===== src/rtl/flash_ctrl.sv =====
// Flash command sequencer: turns one read / page-program / sector-erase request
// into WREN, main command and RDSR status polling for a single SPI driver.
module flash_ctrl #(
  parameter logic [15:0] P_POLL_MAX = 16'd50000,
  parameter logic [7:0]  P_CMD_READ = 8'h03,
  parameter logic [7:0]  P_CMD_PP   = 8'h02,
  parameter logic [7:0]  P_CMD_SE   = 8'h20,
  parameter logic [7:0]  P_CMD_WREN = 8'h06,
  parameter logic [7:0]  P_CMD_RDSR = 8'h05
) (
  input  logic        i_clk,
  input  logic        i_rst,
  input  logic        i_cmd_valid,
  input  logic [1:0]  i_cmd_type,
  input  logic [23:0] i_cmd_addr,
  input  logic [8:0]  i_cmd_len,
  output logic        o_cmd_ready,
  output logic        o_done,
  output logic        o_err,
  input  logic [7:0]  i_wr_data,
  output logic        o_wr_req,
  output logic [7:0]  o_rd_data,
  output logic        o_rd_valid,
  output logic [31:0] o_spi_op_data,
  output logic        o_spi_op_len,
  output logic [1:0]  o_spi_op_type,
  output logic        o_spi_op_valid,
  input  logic        i_spi_op_ready,
  output logic [8:0]  o_spi_rw_len,
  input  logic        i_spi_write_req,
  output logic [7:0]  o_spi_write_data,
  input  logic [7:0]  i_spi_read_data,
  input  logic        i_spi_read_valid
);

  localparam logic [2:0] S_IDLE = 3'd0;
  localparam logic [2:0] S_WREN = 3'd1;
  localparam logic [2:0] S_MAIN = 3'd2;
  localparam logic [2:0] S_POLL = 3'd3;
  localparam logic [2:0] S_CHK  = 3'd4;
  localparam logic [2:0] S_FIN  = 3'd5;

  localparam logic [1:0] T_READ = 2'd0;
  localparam logic [1:0] T_PP   = 2'd1;
  localparam logic [1:0] T_SE   = 2'd2;

  logic [2:0]  state_q, state_d;
  logic        wait_q, wait_d;      // 0 = ISSUE substate, 1 = WAIT substate
  logic [1:0]  hold_q, hold_d;
  logic [1:0]  type_q, type_d;
  logic [23:0] addr_q, addr_d;
  logic [8:0]  len_q, len_d;
  logic [15:0] poll_cnt_q, poll_cnt_d;
  logic [7:0]  status_q, status_d;
  logic        fin_err_q, fin_err_d;
  logic        done_q, done_d;
  logic        err_q, err_d;
  logic        ready_q, ready_d;
  logic [7:0]  rd_data_q, rd_data_d;
  logic        rd_valid_q, rd_valid_d;

  logic        op_state;
  logic        accept;
  logic        bad_req;
  logic        read_main;
  logic [15:0] poll_next;

  // NOTE: every signal assigned in an always_comb gets a default at the top,
  // so no path leaves it unassigned and no latch is inferred.
  always_comb begin
    op_state  = (state_q == S_WREN) || (state_q == S_MAIN) || (state_q == S_POLL);
    accept    = i_cmd_valid && ready_q;
    bad_req   = (i_cmd_type == 2'd3) || ((i_cmd_type != T_SE) && (i_cmd_len == 9'd0));
    read_main = (state_q == S_MAIN) && (type_q == T_READ);
    poll_next = (poll_cnt_q == 16'hFFFF) ? poll_cnt_q : poll_cnt_q + 16'd1;

    state_d    = state_q;
    wait_d     = wait_q;
    hold_d     = hold_q;
    type_d     = type_q;
    addr_d     = addr_q;
    len_d      = len_q;
    poll_cnt_d = poll_cnt_q;
    status_d   = status_q;
    fin_err_d  = fin_err_q;
    done_d     = 1'b0;
    err_d      = 1'b0;
    rd_data_d  = rd_data_q;
    rd_valid_d = 1'b0;
    ready_d    = ready_q;

    if (accept) begin
      ready_d = 1'b0;
    end else if (done_q) begin
      ready_d = 1'b1;
    end

    if (read_main && i_spi_read_valid) begin
      rd_valid_d = 1'b1;
      rd_data_d  = i_spi_read_data;
    end

    case (state_q)
      S_IDLE: begin
        if (accept) begin
          type_d     = i_cmd_type;
          addr_d     = i_cmd_addr;
          len_d      = i_cmd_len;
          poll_cnt_d = 16'd0;
          fin_err_d  = bad_req;
          wait_d     = 1'b0;
          if (bad_req)                   state_d = S_FIN;
          else if (i_cmd_type == T_READ) state_d = S_MAIN;
          else                           state_d = S_WREN;
        end
      end
      S_WREN, S_MAIN, S_POLL: begin
        if ((state_q == S_POLL) && i_spi_read_valid) begin
          status_d = i_spi_read_data;
        end
        if (!wait_q) begin
          if (i_spi_op_ready) begin
            wait_d = 1'b1;
            hold_d = 2'd2;
          end
        end else if (hold_q != 2'd0) begin
          // The driver may still show ready right after the handshake.
          hold_d = hold_q - 2'd1;
        end else if (i_spi_op_ready) begin
          wait_d = 1'b0;
          case (state_q)
            S_WREN:  state_d = S_MAIN;
            S_MAIN:  state_d = (type_q == T_READ) ? S_FIN : S_POLL;
            default: state_d = S_CHK;
          endcase
        end
      end
      S_CHK: begin
        if (!status_q[0]) begin
          fin_err_d = 1'b0;
          state_d   = S_FIN;
        end else begin
          poll_cnt_d = poll_next;
          if (poll_next == P_POLL_MAX) begin
            fin_err_d = 1'b1;
            state_d   = S_FIN;
          end else begin
            state_d = S_POLL;
          end
        end
      end
      S_FIN: begin
        done_d  = 1'b1;
        err_d   = fin_err_q;
        state_d = S_IDLE;
      end
      default: state_d = S_IDLE;
    endcase
  end

  always_comb begin
    o_spi_op_valid = op_state && !wait_q;
    o_spi_op_data  = 32'd0;
    o_spi_op_len   = 1'b0;
    o_spi_op_type  = 2'd0;
    o_spi_rw_len   = 9'd0;
    case (state_q)
      S_WREN: o_spi_op_data = {P_CMD_WREN, 24'd0};
      S_MAIN: begin
        o_spi_op_len = 1'b1;
        case (type_q)
          T_READ: begin
            o_spi_op_data = {P_CMD_READ, addr_q};
            o_spi_op_type = 2'd1;
            o_spi_rw_len  = len_q;
          end
          T_PP: begin
            o_spi_op_data = {P_CMD_PP, addr_q};
            o_spi_op_type = 2'd2;
            o_spi_rw_len  = len_q;
          end
          default: o_spi_op_data = {P_CMD_SE, addr_q};
        endcase
      end
      S_POLL: begin
        o_spi_op_data = {P_CMD_RDSR, 24'd0};
        o_spi_op_type = 2'd1;
        o_spi_rw_len  = 9'd1;
      end
      default: ;
    endcase
  end

  assign o_wr_req         = (state_q == S_MAIN) && (type_q == T_PP) && i_spi_write_req;
  assign o_spi_write_data = i_wr_data;
  assign o_cmd_ready      = ready_q;
  assign o_done           = done_q;
  assign o_err            = err_q;
  assign o_rd_data        = rd_data_q;
  assign o_rd_valid       = rd_valid_q;

  // NOTE: state registers use non-blocking assignment so every flop samples
  // the pre-edge value of its neighbours.
  always_ff @(posedge i_clk or posedge i_rst) begin
    if (i_rst) begin
      state_q    <= S_IDLE;
      wait_q     <= 1'b0;
      hold_q     <= 2'd0;
      type_q     <= 2'd0;
      addr_q     <= 24'd0;
      len_q      <= 9'd0;
      poll_cnt_q <= 16'd0;
      status_q   <= 8'd0;
      fin_err_q  <= 1'b0;
      done_q     <= 1'b0;
      err_q      <= 1'b0;
      ready_q    <= 1'b1;
      rd_data_q  <= 8'd0;
      rd_valid_q <= 1'b0;
    end else begin
      state_q    <= state_d;
      wait_q     <= wait_d;
      hold_q     <= hold_d;
      type_q     <= type_d;
      addr_q     <= addr_d;
      len_q      <= len_d;
      poll_cnt_q <= poll_cnt_d;
      status_q   <= status_d;
      fin_err_q  <= fin_err_d;
      done_q     <= done_d;
      err_q      <= err_d;
      ready_q    <= ready_d;
      rd_data_q  <= rd_data_d;
      rd_valid_q <= rd_valid_d;
    end
  end

endmodule


===== config.mk =====
export PLATFORM = sky130hd
export DESIGN_NAME = flash_ctrl
export DESIGN_NICKNAME = d
export VERILOG_FILES = /design/src/rtl/flash_ctrl.sv
export SDC_FILE = /design/constraint.sdc
export NUM_CORES = 1
export LEC_CHECK = 0
export CORE_ASPECT_RATIO = 1.25
export CORE_MARGIN = 2
export CORE_UTILIZATION = 48
export CTS_BUF_LIST = sky130_fd_sc_hd__clkbuf_8
export CTS_CLUSTER_DIAMETER = 50
export DETAILED_ROUTE_END_ITERATION = 10
export PLACE_DENSITY = 0.83
export SYNTH_ARGS = -nofsm -noshare
export SYNTH_HDL_FRONTEND = slang
export SYNTH_SLANG_ARGS = --single-unit

===== constraint.sdc =====
create_clock -name i_clk -period 3.55 [get_ports i_clk]
set_clock_uncertainty 0.15 [all_clocks]
set_input_delay 0.71 -clock i_clk [delete_from_list [all_inputs] [get_ports i_clk]]
set_output_delay 0.71 -clock i_clk [all_outputs]
set_load 0.05 [all_outputs]

==> Word-level counts from Yosys, hierarchy flattened <==
Index checks and enable logic that the tools add are counted.
Widths: inputs -> output; s select.
{ "totals": {"elab_cells": 103, "ff_bits": 71, "out_inout_bits": 66, "input_bits": 57} }
{ "op_classes": {"n_reduce_logical": 30, "n_addsub": 2, "n_mux": 40, "n_eq_ne": 17} }
{ "ops": {"columns": ["cell", "count"], "rows": [
  ["$pmux 30 s3", 1],
  ["$pmux 30 s2", 1],
  ["$mux 16", 3],
  ["$eq 16x16->1 const B", 2],
  ["$pmux 16 s2", 1],
  ["$mux 3", 8],
  ["$pmux 9 s2", 1],
  ["$add 16x1->16 const B", 1],
  ["$mux 1", 14],
  ["$ne 2x2->1 const B", 6],
  ["$reduce_bool 2->1", 5],
  ["$logic_not 9->1", 1],
  ["$mux 9", 1],
  ["$pmux 3 s3", 1],
  ["$reduce_and 3->1", 3],
  ["$logic_and 1x1->1", 8],
  ["$mux 2", 4],
  ["$pmux 2 s2", 2],
  ["$eq 3x2->1 const B", 2],
  ["$eq 3x3->1 const B", 2],
  ["$pmux 3 s2", 1],
  ["$reduce_and 2->1", 3],
  ["$logic_not 2->1", 2],
  ["$pmux 1 s2", 2],
  ["other kinds (12)", 14]
]} }

==> Logic depth before layout (Yosys ltp) <==
Gate-level depths: netlist of the first run.
{ "depth": {"ltp_word": 7, "depth_mapped": 8, "mapped_depth_nobuf": 7} }

==> Worst setup path before layout of the first run <==
Ideal clock, no wire load.
{ "synth_path": {"path_type": "register to output", "from": "register state_q[1]", "to": "output port o_spi_op_data[11]", "path_buffers": 2, "path_slack_ns": 0.599, "path_stages_with_launch": 6, "required_ns": 2.690, "arrival_time_ns": 2.091, "path_cell_list": "dfrtp_1 clkbuf_1 nand2b_1 nor2_1 clkbuf_1 and2_1"} }
{ "synth_via": {"elab_chain_len": 2, "elab_cells_between_ends": 4, "classes_between": "eq/ne: 3; mux: 1"} }
{ "synth_lines": {"columns": ["element", "line", "text"], "rows": [
  ["from (decl)", "47", "logic [2:0] state_q, state_d;"],
  ["from (signal assigned)", "221", "state_q <= state_d;"],
  ["$eq 3x2->1 / $eq 3x1->1 (equally long branches)", "167", "case (state_q)"],
  ["$pmux 30 s3 *", "167", null],
  ["to (decl)", "24", "output logic [31:0] o_spi_op_data,"]
]} }
Every way passes the cells marked *; elsewhere a longest branch is shown, timed or not.

==> Final worst setup path of the first run <==
{ "layout_path": {"from": "register state_q[0]", "to": "output port o_spi_op_data[24]"} }
The elaborated chain is that of the path after synthesis.

==> results.ini, run 1 <==
[placed_design]
port_buffers = 102
gp_congestion = 0.895
hpwl_um = 7040

[power_and_ir_drop]
p_leak_uw = 0.00228
pwr-share-seq_pct = 38.5
combPwrFrac_pct = 42.8
p_switching_uw = 1640
p_int_uw = 2340
netSwitchingFraction_pct = 41.2
peakVddDrop_mv = 0.363
clock_power_share_pct = 18.7
power_density_mw_per_mm2 = 748

[cts]
cts_setup_buffers = 0
cts_resized = 0
cts_hold_buf = 0
numCtsBuffers = 9
clock-sinks = 71
clock-root-buffer = clkbuf_8
cts_tree = done
cts_buffer_depth = 2
path_clk_slew_ps = 80
clock_latency_ps = 360
h-tree-depth = 3

[grt]
grt_use_met1_pct = 27.3
met2_usage_pct = 40.5
grt_first_pass_wirelength_um = 15900
grtUsageMet3_pct = 5.74
grt.overflow.total = 0
grt_busiest_layer = met2
grt_max_degree = 40
antenna_found_initial = 0
grt_pass1_vias = 3241
groute.usage.overall_pct = 22.9

[synthesis]
synth_cells = 375
synth_seq_cells = 71
synth_area_mm2 = 0.00381
synth-main-ff-cell = dfrtp_1
synth.avg_cell_area_um2 = 10.2
synthDistinctLibCells = 56
synth-seq-area-share_pct = 46.7
ys_async_sr_fraction_pct = 100
yosysWarnings = 0
synth_edf_count = 0

[die]
core_mm2 = 0.00775
rows = 36
dieArea_mm2 = 0.00867
fp.dieW_um = 83.7
start_util_pct = 49.2
die_h_um = 104
io_pins = 123

[worst_setup_path]
path_max_fanout = 14
cp_slowest_cell = clkdlybuf4s50_1
criticalPathCategory = reg -> out
cp-end-kind = output port
crit_chain = o21ba_2 -> nor2_1 -> clkdlybuf4s50_1
crit_family = buffers and inverters
crit_arrival_ps = 2200
crit_required_ps = 2690
cpPeakStageDelay_ps = 840
crit_buf_inv = 1
start_kind = flop

[layout]
drive_above_1_share_pct = 23.7
post-route-util_pct = 68.6
final_common_cell = dfrtp_1
insertedDiodeCount = 0
nNetsFinal = 522
area_growth_pct = 39.6
layout_common_cells = dfrtp_1 (70), clkdlybuf4s50_1 (67), mux2_2 (44), and2_1 (36), buf_12 (27)

[sta]
fin_tns_setup_ps = 0
hold_viol = 0
maxSlewHeadroom_pct = 51.5
worstMarginPinSlew_ps = 726
slew_viol_final = 0
fin_crit_sh_pct = 86.1
rsz0062_at_grt = false
setup_viol_count_final = 0
fmax_mhz = 327
finalCriticalPeriod_ps = 3060
holdWs_ps = 349

[detailed_routing]
via_count = 3214
final_antenna_net_count = 0
drc = 0
dr.pass1.iters = 4
routed_via_density = 5.71
routedWlPerCell_um = 17.1
first_iter_violations = 131
totalWireLength_um = 9640

[hold_path]
min_path_type = reg -> reg

[status]
status = complete, no violations

[run]
maxCapViolCount = 0

-- layer usage --
metal	routed length (um)	part of all wire [%]
met2	5120	53
met5	0	0
met3	501	5.2
met1	3870	40
met4	156	1.6
-- flip-flops by register name, indices dropped and copies added (netlist names), 2 cells and up --
register / count
addr_q: 24
type_q: 2
o_rd_data: 8
hold_q: 2
state_q: 3
poll_cnt_q: 16
len_q: 9
-- per-stage QoR --
step | setup WS, ps | total power (uW) | instance area, um2 | std cells
after detailed placement | 636 | 3240 | 5090 | 547
after floorplan | 599 | 2640 | 3820 | 378
after global placement | 707 | 3170 | 5090 | 547
after global routing | 399 | 4210 | 5320 | 563
final | 495 | 3980 | 5320 | 563
after CTS | 486 | 3990 | 5320 | 563
-- synth_stat cells, types with 2 or more instances --
library cell / number / share of area (%)
mux2i_1: 2 / 0.53
buf_2: 3 / 0.39
a311oi_1: 2 / 0.46
o31a_1: 2 / 0.46
nand2_1: 15 / 1.5
ha_1: 2 / 0.66
nor3_1: 9 / 1.2
nor4_1: 6 / 0.99
mux2_2: 44 / 13
and4_1: 3 / 0.69
or2_2: 2 / 0.33
nor2_1: 18 / 1.8
buf_4: 12 / 2.4
nand4_1: 7 / 1.1
a41o_1: 2 / 0.53
and2_1: 36 / 5.9
or3_1: 2 / 0.33
clkbuf_1: 20 / 2.0
inv_1: 14 / 1.4
nand3_1: 9 / 1.2
o21ai_0: 24 / 3.2
nand2b_1: 3 / 0.49
a2111o_1: 2 / 0.59
nand3b_1: 3 / 0.59
dfrtp_1: 70 / 46
a21oi_1: 19 / 2.5
o2111ai_1: 5 / 1.1
nand4_2: 2 / 0.66
a31oi_1: 4 / 0.66
and3_1: 5 / 0.82
o2bb2ai_1: 3 / 0.69
-- final cells by class --
| cell class | count | area (um2) |
|---|---|---|
| Timing Repair Buffer | 109 | 1320 |
| Fill cell | 558 | 2430 |
| Tap cell | 95 | 119 |
| Inverter | 14 | 52.6 |
| Multi-Input combinational cell | 258 | 1820 |
| Sequential cell | 71 | 1780 |
| Clock buffer | 9 | 124 |
| Clock inverter | 7 | 103 |
-- final timing paths --
path	end	slack (ps)	start	cells past startpoint
max	o_spi_op_data[24]	490	state_q[0]$_DFFE_PP0P_	3
min	o_err$_DFF_PP0_	350	fin_err_q$_DFFE_PP0P_	1
max reg2reg	state_q[1]$_DFFE_PP0P_	610	poll_cnt_q[0]$_DFFE_PP0P_	6
min reg2reg	o_err$_DFF_PP0_	350	fin_err_q$_DFFE_PP0P_	1
max in group asynchronous	o_cmd_ready$_DFFE_PP1P_	1890	i_rst	3
min in group asynchronous	addr_q[21]$_DFFE_PP0P_	640	i_rst	2
-- cell families (layout without fill, tap and decap cells) --
| logic type | count (synthesis) | count (layout) | synth area share (%) |
|---|---|---|---|
| AND/OR/NAND/NOR | 123 | 123 | 18.1 |
| AO/OA/AOI/OAI | 81 | 81 | 14.3 |
| flip-flops | 71 | 71 | 46.7 |
| buffers and inverters | 49 | 139 | 6.11 |
| multiplexers | 46 | 46 | 13.5 |
| adder cells (fa/ha/maj) | 2 | 2 | 0.657 |
| XOR/XNOR | 2 | 2 | 0.460 |
| other | 1 | 4 | 0.0985 |
-- power groups by stage --
stage | combinational [uW] | sequential [uW] | clock [uW]
finish | 1700 | 1530 | 743
global route | 1820 | 1590 | 801
CTS | 1710 | 1520 | 759
detailed placement | 1700 | 1540 | 0
global placement | 1660 | 1510 | 0
floorplan | 1110 | 1530 | 0
(Power assumes the default switching activity.)
==> run 2: changes to the inputs <==
CORE_ASPECT_RATIO = 1.2   (was 1.25)
==> run 2 against run 1 <==
- utilization decreased by 0.082 points
- cell area shrank 0.64%
- critical path type unchanged
- combinational power about the same
- sequential share of layout area is 0.21 points higher
- global-route usage increased by 0.053 points
==> results.ini, run 2 (synthesis gave the netlist of run 1 again) <==
[die]
rows = 35
core_mm2 = 0.00771
fp.dieW_um = 85.3
start_util_pct = 49.4
io_pins = 123
die_h_um = 102
dieArea_mm2 = 0.00867

[grt]
grt_pass1_vias = 3273
grt_max_degree = 37
grt.overflow.total = 0
groute.usage.overall_pct = 22.9
grt_first_pass_wirelength_um = 15800
antenna_found_initial = 0

[worst_setup_path]
worstReg2RegStart = poll_cnt_q[0]$_DFFE_PP0P_
cp-end-kind = output port
cp_slowest_cell = clkdlybuf4s50_1
rr_endpoint = state_q[1]$_DFFE_PP0P_
crit_arrival_ps = 2290
criticalPathCategory = reg -> out
crit_buf_inv = 1
rrSetupSlack_ps = 560
critPathLaunch = state_q[2]$_DFFE_PP0P_
crit_chain = nand2b_1 -> nor2_1 -> clkdlybuf4s50_1
cp.depth = 3
crit_required_ps = 2690
cpPeakStageDelay_ps = 860
start_kind = flop
crit_family = buffers and inverters
path_max_fanout = 17
cp-endpoint = o_spi_op_data[24]
reg2reg_depth = 6

[layout]
filler_cell_count = 566
nNetsFinal = 523
top_register = addr_q
final_common_cell = dfrtp_1
drive_above_1_share_pct = 23.5
postLayoutCellArea_mm2 = 0.00528
largest_reg_flops = 24
layout_common_cells = dfrtp_1 (70), clkdlybuf4s50_1 (67), mux2_2 (44), and2_1 (36), buf_12 (25)
top_regs = addr_q x24, poll_cnt_q x16, len_q x9
insertedDiodeCount = 0
post-route-util_pct = 68.5
area_growth_pct = 38.7

[detailed_routing]
final_antenna_net_count = 0
via_count = 3257
routedWlPerCell_um = 17.1
first_iter_violations = 123
routed_via_density = 5.81
drc = 0
totalWireLength_um = 9580
dr.pass1.iters = 4

[power_and_ir_drop]
pwr-share-seq_pct = 38.9
peakVddDrop_mv = 0.395
netSwitchingFraction_pct = 41.0
p_int_uw = 2310
p_total_uw = 3920
clock_power_share_pct = 18.0
combPwrFrac_pct = 43.1
p_leak_uw = 0.00228
p_switching_uw = 1610
power_density_mw_per_mm2 = 743

[sta]
slew_viol_final = 0
fmax_mhz = 318
rsz0062_at_grt = false
worstMarginPinSlew_ps = 766
fin_tns_setup_ps = 0
hold_viol = 0
setup_viol_count_final = 0
maxSlewHeadroom_pct = 48.9
fin_crit_sh_pct = 88.7
finalCriticalPeriod_ps = 3150

[cts]
path_clk_slew_ps = 70
clock_latency_ps = 360
cts_setup_buffers = 0
clock-sinks = 71
cts_resized = 0
cts_tree = done
cts_hold_buf = 0
cts_buffer_depth = 2
numCtsBuffers = 9
clock-root-buffer = clkbuf_8
h-tree-depth = 3

[run]
maxCapViolCount = 0

[placed_design]
place_area_mm2 = 0.00507
port_buffers = 102
hpwl_um = 6930
gp_congestion = 0.953

[hold_path]
whs_path_depth = 2
min_path_type = reg -> reg

[status]
status = complete, no violations

run 2: cell types whose count changed in the layout (fill, tap and decap cells not counted):
cell and change:
inv_1 +2, clkinv_4 +1, buf_12 -2, buf_4 +3
clkinvlp_4 -1, inv_6 -3, clkinv_2 +1
run 2: worst min path at each step:
stage	start	end
after floorplan	fin_err_q$_DFFE_PP0P_	o_err$_DFF_PP0_
final	o_done$_DFF_PP0_	o_cmd_ready$_DFFE_PP1P_
after detailed placement	fin_err_q$_DFFE_PP0P_	o_err$_DFF_PP0_
after global routing	o_done$_DFF_PP0_	o_cmd_ready$_DFFE_PP1P_
after global placement	o_done$_DFF_PP0_	o_cmd_ready$_DFFE_PP1P_
after CTS	o_done$_DFF_PP0_	o_cmd_ready$_DFFE_PP1P_
run 2: power by group through the flow:
stage | Combinational [uW] | Sequential (uW) | Clock, uW
2_1_floorplan | 1110 | 1530 | 0
3_3_place_gp | 1640 | 1500 | 0
3_5_place_dp | 1690 | 1530 | 0
4_1_cts | 1700 | 1520 | 714
5_1_grt | 1810 | 1590 | 751
6_report | 1690 | 1530 | 707
run 2: layer usage:
layer,wire (um),GRT usage (%),up-vias
met1,4030,28.7,1604
met5,0,0,-
li1,-,-,1524
met3,538,3.83,14
met2,4870,40.3,115
met4,144,8.06,0
run 2: tightest hold or removal path, cell delays in order (launching register included):
cell and delay (ps):
dfrtp_1 380, inv_1 50, mux2i_1 60
run 2: through the flow:
step / setup slack, ps / hold WS [ps] / cells
5_1_grt: 226 / 366 / 561
2_1_floorplan: 599 / 299 / 378
3_5_place_dp: 588 / 331 / 545
4_1_cts: 394 / 350 / 561
3_3_place_gp: 695 / 319 / 545
6_report: 401 / 347 / 561
run 2: cell type report:
type                       instances  area, um2  area share, %
inverter                          14       52.6          0.995
multi-input combinational        258       1820           34.4
timing repair buffer             110       1310           24.7
clock inverter                     7       90.1           1.71
sequential                        71       1780           33.7
clock buffer                       9        124           2.35
tap                               92        115           2.18
==> run 3: changes to the inputs <==
==> constraint.sdc (replaced) <==
create_clock -name i_clk -period 3.55 [get_ports i_clk]
set_clock_uncertainty 0.15 [all_clocks]
set_input_delay 1.065 -clock i_clk [delete_from_list [all_inputs] [get_ports i_clk]]
set_output_delay 1.065 -clock i_clk [all_outputs]
set_load 0.05 [all_outputs]
==> run 3 against run 2 <==
- sequential power is essentially flat
- non-clock buffer count is the same
- global-route usage shrank 1.2 points
- die area is the same
- critical path depth is the same
- cell area grew 3.2%
- count of clock-buffer cells in the layout grew 1
- utilization grew 2.2 points
- routed wire length shrank 0.38%
- highest routed layer unchanged
- power grew 2.9%
- cell count is the same
- critical path type unchanged
==> results.ini, run 3 (synthesis gave the netlist of run 1 again) <==
[sta]
maxSlewHeadroom_pct = 54.4
setup_viol_count_final = 0
worstMarginPinSlew_ps = 678
fmax_mhz = 295
fin_tns_setup_ps = 0
rsz0062_at_grt = false
fin_ws_ps = 159
finalCriticalPeriod_ps = 3390
fin_crit_sh_pct = 95.5
slew_viol_final = 0
hold_viol = 0

[status]
status = complete, no violations

[layout]
top_regs = addr_q x24, poll_cnt_q x16, len_q x9
layout_common_cells = dfrtp_1 (70), clkdlybuf4s50_1 (67), mux2_2 (44), and2_1 (36), buf_12 (36)
top_register = addr_q
post-route-util_pct = 70.7
largest_reg_flops = 24
postLayoutCellArea_mm2 = 0.00545
insertedDiodeCount = 0
area_growth_pct = 43.1
drive_above_1_share_pct = 23.7
nNetsFinal = 523
final_common_cell = dfrtp_1

[cts]
cts_hold_buf = 0
clock-sinks = 71
cts_tree = done
path_clk_slew_ps = 80
cts_buffer_depth = 2
clock-root-buffer = clkbuf_8
clock_latency_ps = 340
h-tree-depth = 3
cts_resized = 0
cts_setup_buffers = 0
numCtsBuffers = 9

[detailed_routing]
final_antenna_net_count = 0
drc = 0
dr.pass1.iters = 4
totalWireLength_um = 9550
first_iter_violations = 187
routed_via_density = 5.85
via_count = 3283
routedWlPerCell_um = 17.0

[grt]
grtUsageMet3_pct = 4.32
grt_first_pass_wirelength_um = 15100
grt.overflow.total = 0
grt_busiest_layer = met2
groute.usage.overall_pct = 21.8
antenna_found_initial = 0
grt_pass1_vias = 3120
grt_max_degree = 72
met2_usage_pct = 37.2
grt_use_met1_pct = 28.6

[die]
io_pins = 123
die_h_um = 102
dieArea_mm2 = 0.00867
rows = 35
fp.dieW_um = 85.3
core_mm2 = 0.00771
start_util_pct = 49.4

[worst_setup_path]
rrSetupSlack_ps = 580
reg2reg_depth = 6
cp-end-kind = output port
start_kind = flop
crit_arrival_ps = 2180
path_max_fanout = 11
criticalPathCategory = reg -> out
crit_required_ps = 2330

[power_and_ir_drop]
netSwitchingFraction_pct = 39.7
p_int_uw = 2430
combPwrFrac_pct = 42.8
p_total_uw = 4040
power_density_mw_per_mm2 = 740
pwr-share-seq_pct = 37.7
peakVddDrop_mv = 0.448
clock_power_share_pct = 19.5
p_leak_uw = 0.00231
p_switching_uw = 1600

[placed_design]
port_buffers = 102
hpwl_um = 6860
place_area_mm2 = 0.00520
pre_cts_slack_ps = 322
gp_congestion = 0.981

[hold_path]
min_path_type = reg -> reg
whs_path_depth = 1

[run]
maxCapViolCount = 0

run 3: cell count changes in the layout (fill, tap and decap cells not counted):
cell / delta
clkinv_4: -2
clkinvlp_4: +2
buf_4: -11
buf_12: +11
clkbuf_8: +1
bufinv_16: +1
inv_1: -1
clkinv_2: -1
run 3: critical path, stage by stage (launching register included):
cell and delay [ps]:
dfrtp_1 530, nand2b_1 220, nor3_1 240, clkdlybuf4s50_1 840
run 3: final timing paths:
path / to / from
setup reg to reg: state_q[1]$_DFFE_PP0P_ / poll_cnt_q[0]$_DFFE_PP0P_
hold / removal: o_err$_DFF_PP0_ / fin_err_q$_DFFE_PP0P_
max in group asynchronous: o_cmd_ready$_DFFE_PP1P_ / i_rst
min in group asynchronous: o_rd_data[3]$_DFFE_PP0P_ / i_rst
setup / recovery: o_spi_op_data[29] / state_q[1]$_DFFE_PP0P_
hold reg to reg: o_err$_DFF_PP0_ / fin_err_q$_DFFE_PP0P_
run 3: power by group through the flow:
stage	clock network [uW]	logic [uW]	registers, uW
2_1_floorplan	0	1110	1530
3_3_place_gp	0	1670	1500
3_5_place_dp	0	1720	1530
4_1_cts	801	1730	1520
5_1_grt	839	1850	1570
6_report	788	1730	1520
run 3: final cells by class:
type                    count  area (um2)
well taps                  92         115
multi-input cells         258        1820
repair buffers            110        1440
flip-flops and latches     71        1780
clock inverters             6         109
clock buffers              10         138
inverters                  14        52.6
fillers                   497        2260
run 3: through the flow:
| stage | std cells | hold slack (ps) |
|---|---|---|
| after floorplan | 378 | 299 |
| after global placement | 545 | 319 |
| after detailed placement | 545 | 322 |
| after CTS | 561 | 339 |
| after global routing | 561 | 364 |
| final | 561 | 341 |
run 3: routing by layer:
| metal | up-vias | routed length [um] |
|---|---|---|
| met5 | - | 0 |
| met3 | 17 | 561 |
| met2 | 130 | 4700 |
| met4 | 0 | 131 |
| met1 | 1613 | 4150 |
| li1 | 1523 | - |
